## config.mk

```make
export PLATFORM = sky130hd
export DESIGN_NAME = gpu_block_dispatcher
export DESIGN_NICKNAME = d
export VERILOG_FILES = /design/src/rtl/gpu_block_dispatcher.sv
export SDC_FILE = /design/constraint.sdc
export NUM_CORES = 1
export LEC_CHECK = 0
export BUFFER_PORTS_ARGS = -buffer_cell sky130_fd_sc_hd__buf_4
export CORE_MARGIN = 1.5
export CORE_UTILIZATION = 64
export CTS_BUF_LIST = sky130_fd_sc_hd__clkbuf_4 sky130_fd_sc_hd__clkbuf_8
export DETAILED_ROUTE_END_ITERATION = 8
export GPL_TIMING_DRIVEN = 0
export PLACE_DENSITY = 0.87
export SYNTH_ARGS = -nofsm -noshare
export SYNTH_HDL_FRONTEND = slang
export SYNTH_SLANG_ARGS = --single-unit
```

## constraint.sdc

```tcl
create_clock -name clk -period 4.99 [get_ports clk]
set_input_delay 1.497 -clock clk [delete_from_list [all_inputs] [get_ports clk]]
set_output_delay 1.497 -clock clk [all_outputs]
set_load 0.02 [all_outputs]
```

## src/rtl/gpu_block_dispatcher.sv

```systemverilog
// Kernel-launch scheduler: splits a thread count into fixed-size blocks and hands
// them, one per cycle, to the lowest-indexed idle core until every block retires.
module gpu_block_dispatcher #(
  parameter int NUM_CORES         = 2,
  parameter int THREADS_PER_BLOCK = 4,
  parameter int THREAD_W          = 8
) (
  input  logic                                                  clk,
  input  logic                                                  reset,
  input  logic                                                  start,
  input  logic [THREAD_W-1:0]                                   thread_count,
  input  logic [NUM_CORES-1:0]                                  core_done,
  output logic [NUM_CORES-1:0]                                  core_start,
  output logic [NUM_CORES*THREAD_W-1:0]                         core_block_id,
  output logic [NUM_CORES*($clog2(THREADS_PER_BLOCK)+1)-1:0]    core_thread_count,
  output logic                                                  busy,
  output logic                                                  done
);

  localparam int LOG_TPB = $clog2(THREADS_PER_BLOCK);
  localparam int CNT_W   = LOG_TPB + 1;

  typedef enum logic [1:0] {
    S_IDLE,
    S_LOAD,
    S_DISPATCH,
    S_DONE
  } state_e;

  state_e                        r_state;
  state_e                        w_next_state;

  logic [THREAD_W-1:0]           r_thread_count;
  logic [THREAD_W-1:0]           r_total_blocks;
  logic [THREAD_W-1:0]           r_next_block;
  logic [THREAD_W-1:0]           r_blocks_done;
  logic [NUM_CORES-1:0]          r_core_busy;
  logic [NUM_CORES-1:0]          r_core_start;
  logic [NUM_CORES*THREAD_W-1:0] r_core_block_id;
  logic [NUM_CORES*CNT_W-1:0]    r_core_thread_count;

  logic [LOG_TPB-1:0]            w_remainder;
  logic [THREAD_W-1:0]           w_total_blocks;
  logic [NUM_CORES-1:0]          w_idle;
  logic [NUM_CORES-1:0]          w_grant;
  logic [NUM_CORES-1:0]          w_retire;
  logic [THREAD_W-1:0]           w_retire_cnt;
  logic                          w_in_dispatch;
  logic                          w_dispatch;
  logic                          w_last_block;
  logic [CNT_W-1:0]              w_block_threads;

  // Ceiling divide by a power of two: whole blocks plus one if any threads remain.
  assign w_remainder    = r_thread_count[LOG_TPB-1:0];
  assign w_total_blocks = (r_thread_count >> LOG_TPB) + THREAD_W'(|w_remainder);

  assign w_in_dispatch = (r_state == S_DISPATCH);
  assign w_idle        = ~r_core_busy;
  assign w_dispatch    = w_in_dispatch && (r_next_block < r_total_blocks) && (|w_idle);

  // Lowest set bit of the idle mask picks the core; a core freed this cycle is
  // still marked busy here, so it cannot be redispatched until the next cycle.
  assign w_grant  = w_idle & (~w_idle + NUM_CORES'(1)) & {NUM_CORES{w_dispatch}};
  assign w_retire = core_done & r_core_busy & {NUM_CORES{w_in_dispatch}};

  assign w_last_block    = (r_next_block == r_total_blocks - THREAD_W'(1));
  assign w_block_threads = (w_last_block && (w_remainder != '0))
                         ? {1'b0, w_remainder}
                         : CNT_W'(THREADS_PER_BLOCK);

  // NOTE: every variable written in always_comb gets a default first, so no path
  // leaves it unassigned and no latch is inferred.
  always_comb begin
    w_retire_cnt = '0;
    for (int i = 0; i < NUM_CORES; i++) begin
      w_retire_cnt = w_retire_cnt + THREAD_W'(w_retire[i]);
    end
  end

  // State register.
  always_ff @(posedge clk) begin
    if (reset) begin
      r_state <= S_IDLE;
    end else begin
      r_state <= w_next_state;
    end
  end

  // Next-state logic.
  always_comb begin
    w_next_state = r_state;
    case (r_state)
      S_IDLE, S_DONE: begin
        if (start) w_next_state = S_LOAD;
      end
      S_LOAD: begin
        w_next_state = (w_total_blocks == '0) ? S_DONE : S_DISPATCH;
      end
      S_DISPATCH: begin
        if (r_blocks_done == r_total_blocks) w_next_state = S_DONE;
      end
      default: w_next_state = S_IDLE;
    endcase
  end

  // Moore outputs.
  always_comb begin
    busy = 1'b0;
    done = 1'b0;
    case (r_state)
      S_LOAD, S_DISPATCH: busy = 1'b1;
      S_DONE:             done = 1'b1;
      default:            ;
    endcase
  end

  // NOTE: sequential state uses non-blocking assignments so every register
  // samples the pre-edge values, independent of statement order.
  always_ff @(posedge clk) begin
    if (reset) begin
      r_thread_count      <= '0;
      r_total_blocks      <= '0;
      r_next_block        <= '0;
      r_blocks_done       <= '0;
      r_core_busy         <= '0;
      r_core_start        <= '0;
      r_core_block_id     <= '0;
      r_core_thread_count <= '0;
    end else begin
      r_core_start <= w_grant;

      case (r_state)
        S_IDLE, S_DONE: begin
          if (start) r_thread_count <= thread_count;
        end
        S_LOAD: begin
          r_total_blocks <= w_total_blocks;
          r_next_block   <= '0;
          r_blocks_done  <= '0;
          r_core_busy    <= '0;
        end
        S_DISPATCH: begin
          r_core_busy   <= (r_core_busy & ~w_retire) | w_grant;
          r_blocks_done <= r_blocks_done + w_retire_cnt;
          if (w_dispatch) r_next_block <= r_next_block + THREAD_W'(1);
        end
        default: ;
      endcase

      // Block descriptor is held per core until that core's next dispatch.
      for (int i = 0; i < NUM_CORES; i++) begin
        if (w_grant[i]) begin
          r_core_block_id[i*THREAD_W +: THREAD_W] <= r_next_block;
          r_core_thread_count[i*CNT_W +: CNT_W]   <= w_block_threads;
        end
      end
    end
  end

  assign core_start        = r_core_start;
  assign core_block_id     = r_core_block_id;
  assign core_thread_count = r_core_thread_count;

endmodule
```

* Word level (Yosys, flattened, before mapping) *
Index checks and enable logic that the tools add are counted.

word-level totals
  memory bits (writable) = 0
  ROM bits = 0
  bits in latches = 0
  output and inout port bits = 26
  register bits = 60
  input bits = 13
  word-level logic and storage cells = 60
  memories = 0

cells by class
  reduce and logical (&&, ||, !) cells = 14
  bitwise gates (word level) = 9
  div/mod/pow operators = 0
  add/subtract/negate cells = 6
  muxes and demuxes = 11
  multiply operators = 0
  eq/ne operators = 8
  shift operators = 0
  $lt $le $gt $ge = 1

operators by type and width
  operator               number
  $pmux W8 S2            2
  $eq A8 B8 Y1           2
  $and A2 B2 Y2          5
  $add A8 B1 Y8 const B  1
  $add A8 B2 Y8          1
  $logic_not A8 Y1       1
  $lt A8 B8 Y1           1
  $mux W8                1
  $reduce_or A2 Y1       4
  $sub A8 B1 Y8 const B  1
  $add A6 B1 Y7          1
  $not A2 Y2             3
  $pmux W2 S3            1
  $reduce_and A2 Y1      3
  $eq A2 B2 Y1 const B   2
  $mux W2                2
  $ne A2 B1 Y1 const B   2
  $pmux W2 S2            1
  $reduce_bool A2 Y1     2
  $logic_and A1 B1 Y1    3
  $mux W1                3
  $mux W3                1
  $add A1 B1 Y2          1
  $add A2 B1 Y2 const B  1
  4 further kinds        4

* Logic depth before layout (Yosys ltp) *
Gate-level depths: netlist (run 1).

  word-level depth = 7
  mapped depth = 11
  mapped depth without buffers = 10

* Worst setup path before layout (run 1) *
No wires, ideal clock.

  path kind = in2reg
  start = input core_done[0]
  end = register r_blocks_done[4]
  stages = 8
  setup slack = 2215 ps
  arrival time = 2646 ps
  required time = 4861 ps
  setup time = 129 ps
  path buffers = 0
  path through = nand3_1 > fa_1 > inv_1 > ha_1 > nor2b_1 > nand3_1 > xor2_1 > nor2_1

between the ends
  longest elaborated chain between the ends = 5

ends and longest elaborated chain
  element                      line  source
  start, declared              12    input logic [NUM_CORES-1:0] core_done,
  $and A2 B2 Y2 (2 in series)  64    assign w_retire = core_done & r_core_busy & {NUM_CORES{w_in_dispatch}};
  $add A1 B1 Y2                76    w_retire_cnt = w_retire_cnt + THREAD_W'(w_retire[i]);
  $add A8 B2 Y8                144   r_blocks_done <= r_blocks_done + w_retire_cnt;
  $pmux W8 S2                  132   case (r_state)
  end signal, assigned         144
  end, declared                36    logic [THREAD_W-1:0] r_blocks_done;

No other way between the ends.
A chain may end at the register's enable or synchronous reset.

* Final worst setup path (run 1) *
  start = register r_state[0]
  end = output busy

between the ends
  longest elaborated chain between the ends = 3
  elaborated cells between the ends (all ways) = 4
  classes of those cells = eq/ne (2); mux (1); reduce/logical (1)

ends and longest elaborated chain
  element                                              line  source
  start, declared                                      30    state_e r_state;
  start signal, assigned                               85    r_state <= w_next_state;
  $eq A2 B2 Y1 / $eq A2 B1 Y1 (equally long branches)  110   case (r_state)
  $reduce_or A2 Y1 *                                   110
  $mux W1 *                                            110
  end, declared                                        16    output logic busy,

Every way passes the cells marked *; elsewhere a longest branch is shown, timed or not.

==> impl_metrics.ini, run 1 <==
[logic_synthesis]
synthDistinctLibCells = 52
syn_area_um2 = 3060
ys.flop_type = dfxtp_1
yosysSeqAreaShare_pct = 38.6
synthCells = 362
syn-num-nets = 391
netlist_top_cells_count = 59 x dfxtp_1, 41 x nand3_1, 33 x a21oi_1
synthArstFlopShare_pct = 0
yosys-top-cells-area = dfxtp_1 39%, nand3_1 6.7%, ha_1 6.1%, a21oi_1 5.4%, xnor2_1 3.7%
avgSynthCellArea_um2 = 8.46
yosys.area.top_type = dfxtp_1
yosys_warnings = 0
synth-seq-cells = 59
synth_top_area_share_pct = 38.6
synth_edf_count = 0
yosysMostFrequentCell = dfxtp_1

[placed_design]
gp_congestion = 0.890
dp_hpwl_um = 5620
place_area_um2 = 3410
port_buffers = 38

[min_path]
hp-start = r_thread_count[2]$_SDFFE_PP0P_
hold_path.class = reg2reg
worstHoldEndpoint = r_thread_count[2]$_SDFFE_PP0P_
holdPathStages = 2

[global_routing]
grt_overflow = 0
grt_usage_pct = 31.5
grt_pass1_wl_um = 12600
antenna_found_initial = 0
grt_max_degree = 11
grt_pass1_vias = 2705

[die]
die_w_um = 72.2
fp.coreArea_um2 = 4470
dieArea_um2 = 5210
initial_core_util_pct = 68.5
row_count = 24
die_h_um = 72.2
io_pins = 39

[outcome]
status = complete, no violations

[worst_setup_path]
critPathMostFrequentCell = inv_1
required_ns = 3.49
worstSetupStartpointType = register
cp_slowest_cell = dfxtp_1
cp-end-kind = primary output
cp_max_fo = 9
crit_chain = inv_1, ha_1, clkbuf_1, inv_1, buf_4
reg2reg_to = core_block_id[11]$_SDFFE_PP0P_
rr_worst_depth = 8
worstPathArrival_ns = 1.73
crit_type = reg2out
rrSetupSlack_ns = 2.47
critical-path-max-stage-delay_ns = 0.38
critical-path-top-delay-family = buffers and inverters
critical_path_buf_inv_count = 4
crit-reg2reg-launch = r_total_blocks[1]$_SDFFE_PP0P_

[timing]
finalSetupTns_ns = 0
worst_pin_slew_ns = 0.734
min_period_ns = 3.22
setup_violations = 0
relSlewSlack_pct = 50.9
slew_violations = 0
fin_crit_sh_pct = 64.6
max_freq_mhz = 310
hold_violations = 0
final.setup_skew_ns = 0.00855
rsz0062_at_grt = false

[routing]
drt_wl_total_um = 7840
wl_per_cell_um = 16.8
firstDrtPassIters = 4
drt_iter0_markers = 241
remaining_drc_errors = 0
num_vias = 2919
via_per_inst = 6.24
postRouteAntennaNets = 0

[power]
p_per_area_nw_per_um2 = 462
power.leakage_uw = 0.00142
ir_worst_vdd_mv = 0.353

[clock_network]
clk_latency_ns = 0.35
tritoncts = built
clkSinkCount = 59
numCtsBuffers = 9
post_cts.repair.setup_buffers = 0
htree_levels = 3
cts_root_buffer = clkbuf_8
clk_pin_slew_ns = 0.07
clk_path_buf_depth = 2
ctsHoldBuffers = 0
postCtsResizedCells = 0

[final_layout]
drive_gt1_share_pct = 15.4
area_growth_pct = 17.9
nets = 440
diodes = 0
final_area_um2 = 3610

[job]
cap_violations = 0
==> metal layers <==
metal | vias to the layer above | routed length (um) | global-route usage [%]
li1 | 1385 | - | -
met1 | 1374 | 3480 | 41.9
met2 | 142 | 3600 | 48.8
met3 | 18 | 626 | 7.78
met4 | 0 | 142 | 14.3
met5 | - | 0 | 0
==> flip-flops by register name (all words and copies together) (netlist names) <==
signal and cells:
core_start 2, r_next_block 8, r_thread_count 8, r_core_busy 2, r_state 2, core_block_id 16, core_thread_count 6, r_total_blocks 7
r_blocks_done 8
==> power breakdown <==
group | switching, uW | internal (uW) | leakage (uW)
Clock | 200 | 247 | 0.000103
Combinational | 441 | 222 | 0.000841
Sequential | 46.9 | 512 | 0.000478
==> placed cells by master, fill, tap and decap left out, types with 8 or more instances in the layout <==
cell type | Yosys | layout
nand2_1 | 19 | 19
xnor2_1 | 13 | 13
dfxtp_1 | 59 | 59
clkbuf_1 | 15 | 15
buf_4 | 1 | 39
inv_1 | 16 | 16
a21oi_1 | 33 | 33
clkbuf_8 | 0 | 10
nor2_1 | 26 | 26
nor2b_1 | 10 | 10
o21ai_0 | 18 | 18
xor2_1 | 12 | 12
nand2b_1 | 8 | 8
nand3_1 | 41 | 41
ha_1 | 15 | 15
==> worst register-to-register path: stages (launching register included) <==
cell	delay [ns]
dfxtp_1	0.46
inv_1	0.11
ha_1	0.29
nor2b_1	0.12
o2111ai_1	0.14
a31oi_1	0.57
clkbuf_1	0.38
o21ai_0	0.17
a21oi_1	0.20
==> per-stage QoR <==
step | utilization (%) | power [uW] | std cells | hold slack, ns | worst slack, ns
2_1_floorplan | - | 1050 | 362 | 0.441 | 2.22
3_3_place_gp | 76.3 | 1190 | 452 | 0.450 | 2.01
3_5_place_dp | 76.3 | 1210 | 452 | 0.462 | 1.88
4_1_cts | 80.7 | 1650 | 468 | 0.472 | 1.79
5_1_grt | 80.7 | 1750 | 468 | 0.494 | 1.69
6_report | 80.7 | 1670 | 468 | 0.470 | 1.77
==> area by class of cell <==
type                       count  area (um^2)
sequential                    59         1180
inverter                      16         60.1
multi-input combinational    266         1730
clock inverter                 5         52.6
fill                         299          863
clock buffer                  11          145
buffer                        21         91.3
tap                           52         65.1
timing repair buffer          38          285
==> logic make-up after synthesis <==
kind of cell	after synthesis	share of synthesized area [%]
compound gates	87	17.4
flops	59	38.6
fa+ha+maj	16	6.78
xor+xnor	25	7.15
mux	5	1.63
simple gates	133	23.5
buf+inv	37	4.94
==> how the worst max path moves through the flow <==
stage,startpoint,to,slack [ns],cells past startpoint
6_report,r_state[0]$_SDFFE_PP0P_,busy,1.77,5
5_1_grt,r_state[0]$_SDFFE_PP0P_,busy,1.69,5
4_1_cts,r_state[0]$_SDFFE_PP0P_,busy,1.79,5
3_5_place_dp,core_done[0],r_blocks_done[6]$_SDFFE_PP0P_,1.88,9
3_3_place_gp,core_done[0],r_blocks_done[4]$_SDFFE_PP0P_,2.01,9
2_1_floorplan,core_done[0],r_blocks_done[4]$_SDFFE_PP0P_,2.22,8
No activity file was read; power rests on OpenSTA's default activity.
==> run 2, diff against run 1 <==
- ABC_AREA: unset -> 1
- CORE_UTILIZATION: 64 -> 60
- PLACE_DENSITY: 0.87 -> 0.82
- clock period: 4.99 -> 3 ns (I/O delays scaled with it)
==> run 2 against run 1 <==
Net effect: cell area decreased by 0.59%; worst setup slack got worse by 1.4 ns; critical path depth did not move; critical endpoint unchanged; register-to-register slack lost 1.8 ns; clock power rose by 100%; combinational power rose by 99%; largest power group unchanged.
==> impl_metrics.ini, run 2 <==
[power]
power.leakage_uw = 0.00162
p_per_area_nw_per_um2 = 915
ir_worst_vdd_mv = 0.616
total_power_uw = 3280

[clock_network]
cts_root_buffer = clkbuf_8
clk_pin_slew_ns = 0.07
tritoncts = built
postCtsResizedCells = 0
numCtsBuffers = 9
htree_levels = 3
clk_path_buf_depth = 2
clk_latency_ns = 0.36
post_cts.repair.setup_buffers = 0
ctsHoldBuffers = 0
clkSinkCount = 59

[timing]
relSlewSlack_pct = 63.4
max_freq_mhz = 383
layout_setup_ws_ns = 0.391
slew_violations = 0
finalSetupTns_ns = 0
min_period_ns = 2.61
fin_crit_sh_pct = 87.0
final.setup_skew_ns = 0.0107
worst_pin_slew_ns = 0.550
hold_violations = 0
setup_violations = 0
rsz0062_at_grt = false

[global_routing]
grt_overflow = 0
grt_pass1_wl_um = 11500
grt_usage_pct = 28.5
grt_max_degree = 12
antenna_found_initial = 0
grt_pass1_vias = 2566

[logic_synthesis]
synthCells = 420
syn_area_um2 = 2980
netlist_top_cells_count = 79 x nand2_1, 70 x nor2_1, 59 x dfxtp_1
yosys.area.top_type = dfxtp_1
yosysSeqAreaShare_pct = 39.7
synth_edf_count = 0
yosysMostFrequentCell = nand2_1
synth-seq-cells = 59
yosys-top-cells-area = dfxtp_1 40%, nand2_1 10%, nor2_1 8.8%, inv_1 6.4%, ha_1 6.3%
syn-num-nets = 449
synthDistinctLibCells = 28
ys.flop_type = dfxtp_1
yosys_warnings = 0
synthArstFlopShare_pct = 0
synth_top_area_share_pct = 39.7
avgSynthCellArea_um2 = 7.09

[final_layout]
fin_util_pct = 75.5
n_fill_cell = 377
diodes = 0
largest_reg_flops = 16
drive_gt1_share_pct = 14.8
fin_cells = 540
nets = 497
multiInputGateArea_um2 = 1540
final_cell_mix = 79 x nand2_1, 70 x nor2_1, 59 x dfxtp_1
ff_latch_area_um2 = 1180
layout_commonest_cell = nand2_1
area_growth_pct = 20.5

[outcome]
status = complete, no violations

[worst_setup_path]
cp-end-kind = primary output
cp_max_fo = 8
worstPathArrival_ns = 1.71
cp.depth = 5
reg2reg_to = r_blocks_done[7]$_SDFFE_PP0P_
crit_type = reg2out
worstSetupStartpointType = register
required_ns = 2.10
crit_chain = inv_1, ha_1, clkbuf_1, inv_2, buf_4
cp_slowest_cell = dfxtp_1
crit-reg2reg-launch = r_state[0]$_SDFFE_PP0P_
critical-path-top-delay-family = buffers and inverters
critical-path-max-stage-delay_ns = 0.35
critical_path_buf_inv_count = 4
rrSetupSlack_ns = 0.67
rr_worst_depth = 11
crit_path_start = r_state[0]$_SDFFE_PP0P_
crit_end = busy

[routing]
drt_wl_total_um = 7070
num_vias = 2804
firstDrtPassIters = 5
remaining_drc_errors = 0
postRouteAntennaNets = 0
via_per_inst = 5.19
drt_iter0_markers = 183
wl_per_cell_um = 13.1

[die]
io_pins = 39
dieArea_um2 = 5390
die_h_um = 73.5
row_count = 25
die_w_um = 73.5
initial_core_util_pct = 62.6
fp.coreArea_um2 = 4750

[placed_design]
port_buffers = 37
dp_hpwl_um = 5090
gp_congestion = 0.881
pre_cts_ws_ns = 0.429
place_inst = 524

[min_path]
hold_path.class = reg2reg

[job]
cap_violations = 0
[run 2: layout make-up]
cell class                      count  share of cell area (%)
Buffer                             11                    1.36
Clock inverter                      6                    3.14
Tap cell                           67                    2.34
Clock buffer                       10                    3.83
Sequential cell                    59                    32.9
Inverter                           55                    5.75
Multi-Input combinational cell    295                    42.9
Timing Repair Buffer               37                    7.74
[run 2: worst min-delay path: stages, from the launching register on]
cell	delay (ns)
dfxtp_1	0.31
nand2_1	0.06
nor2_1	0.04
[run 2: how the worst min path moves through the flow]
stage                                   start                        endpoint  cells after the start
2_1_floorplan  r_thread_count[2]$_SDFFE_PP0P_  r_thread_count[2]$_SDFFE_PP0P_                      2
3_3_place_gp    core_block_id[7]$_SDFFE_PP0P_   core_block_id[7]$_SDFFE_PP0P_                      2
3_5_place_dp    core_block_id[7]$_SDFFE_PP0P_   core_block_id[7]$_SDFFE_PP0P_                      2
4_1_cts         core_block_id[7]$_SDFFE_PP0P_   core_block_id[7]$_SDFFE_PP0P_                      2
5_1_grt         core_block_id[7]$_SDFFE_PP0P_   core_block_id[7]$_SDFFE_PP0P_                      2
6_report        core_block_id[7]$_SDFFE_PP0P_   core_block_id[7]$_SDFFE_PP0P_                      2
[run 2: logic make-up (layout without fill, tap and decap cells)]
family,count (synthesis),count (layout),synth area share [%]
buffers and inverters,66,119,8.57
DFF,59,59,39.7
AOI/OAI and AO/OA,65,65,11.8
adders and majority gates,16,16,6.97
and+or+nand+nor,200,200,28.9
xor gates and xnor gates,14,14,4.12
[run 2: layer usage]
layer | vias to the layer above | GRT usage, % | wire length (um)
li1 | 1441 | - | -
met1 | 1279 | 37.0 | 3180
met2 | 74 | 46.1 | 3430
met3 | 10 | 6.58 | 354
met4 | 0 | 11.1 | 109
met5 | - | 0 | 0
[run 2: per-stage QoR]
stage	hold slack, ns	cell area (um^2)
floorplan	0.462	2980
global placement	0.432	3340
detailed placement	0.438	3340
CTS	0.447	3590
global route	0.461	3590
finish	0.445	3590
[run 2: power by group]
group          internal [uW]  switching (uW)
Sequential               930             117
Clock                    575             338
Combinational            475             849
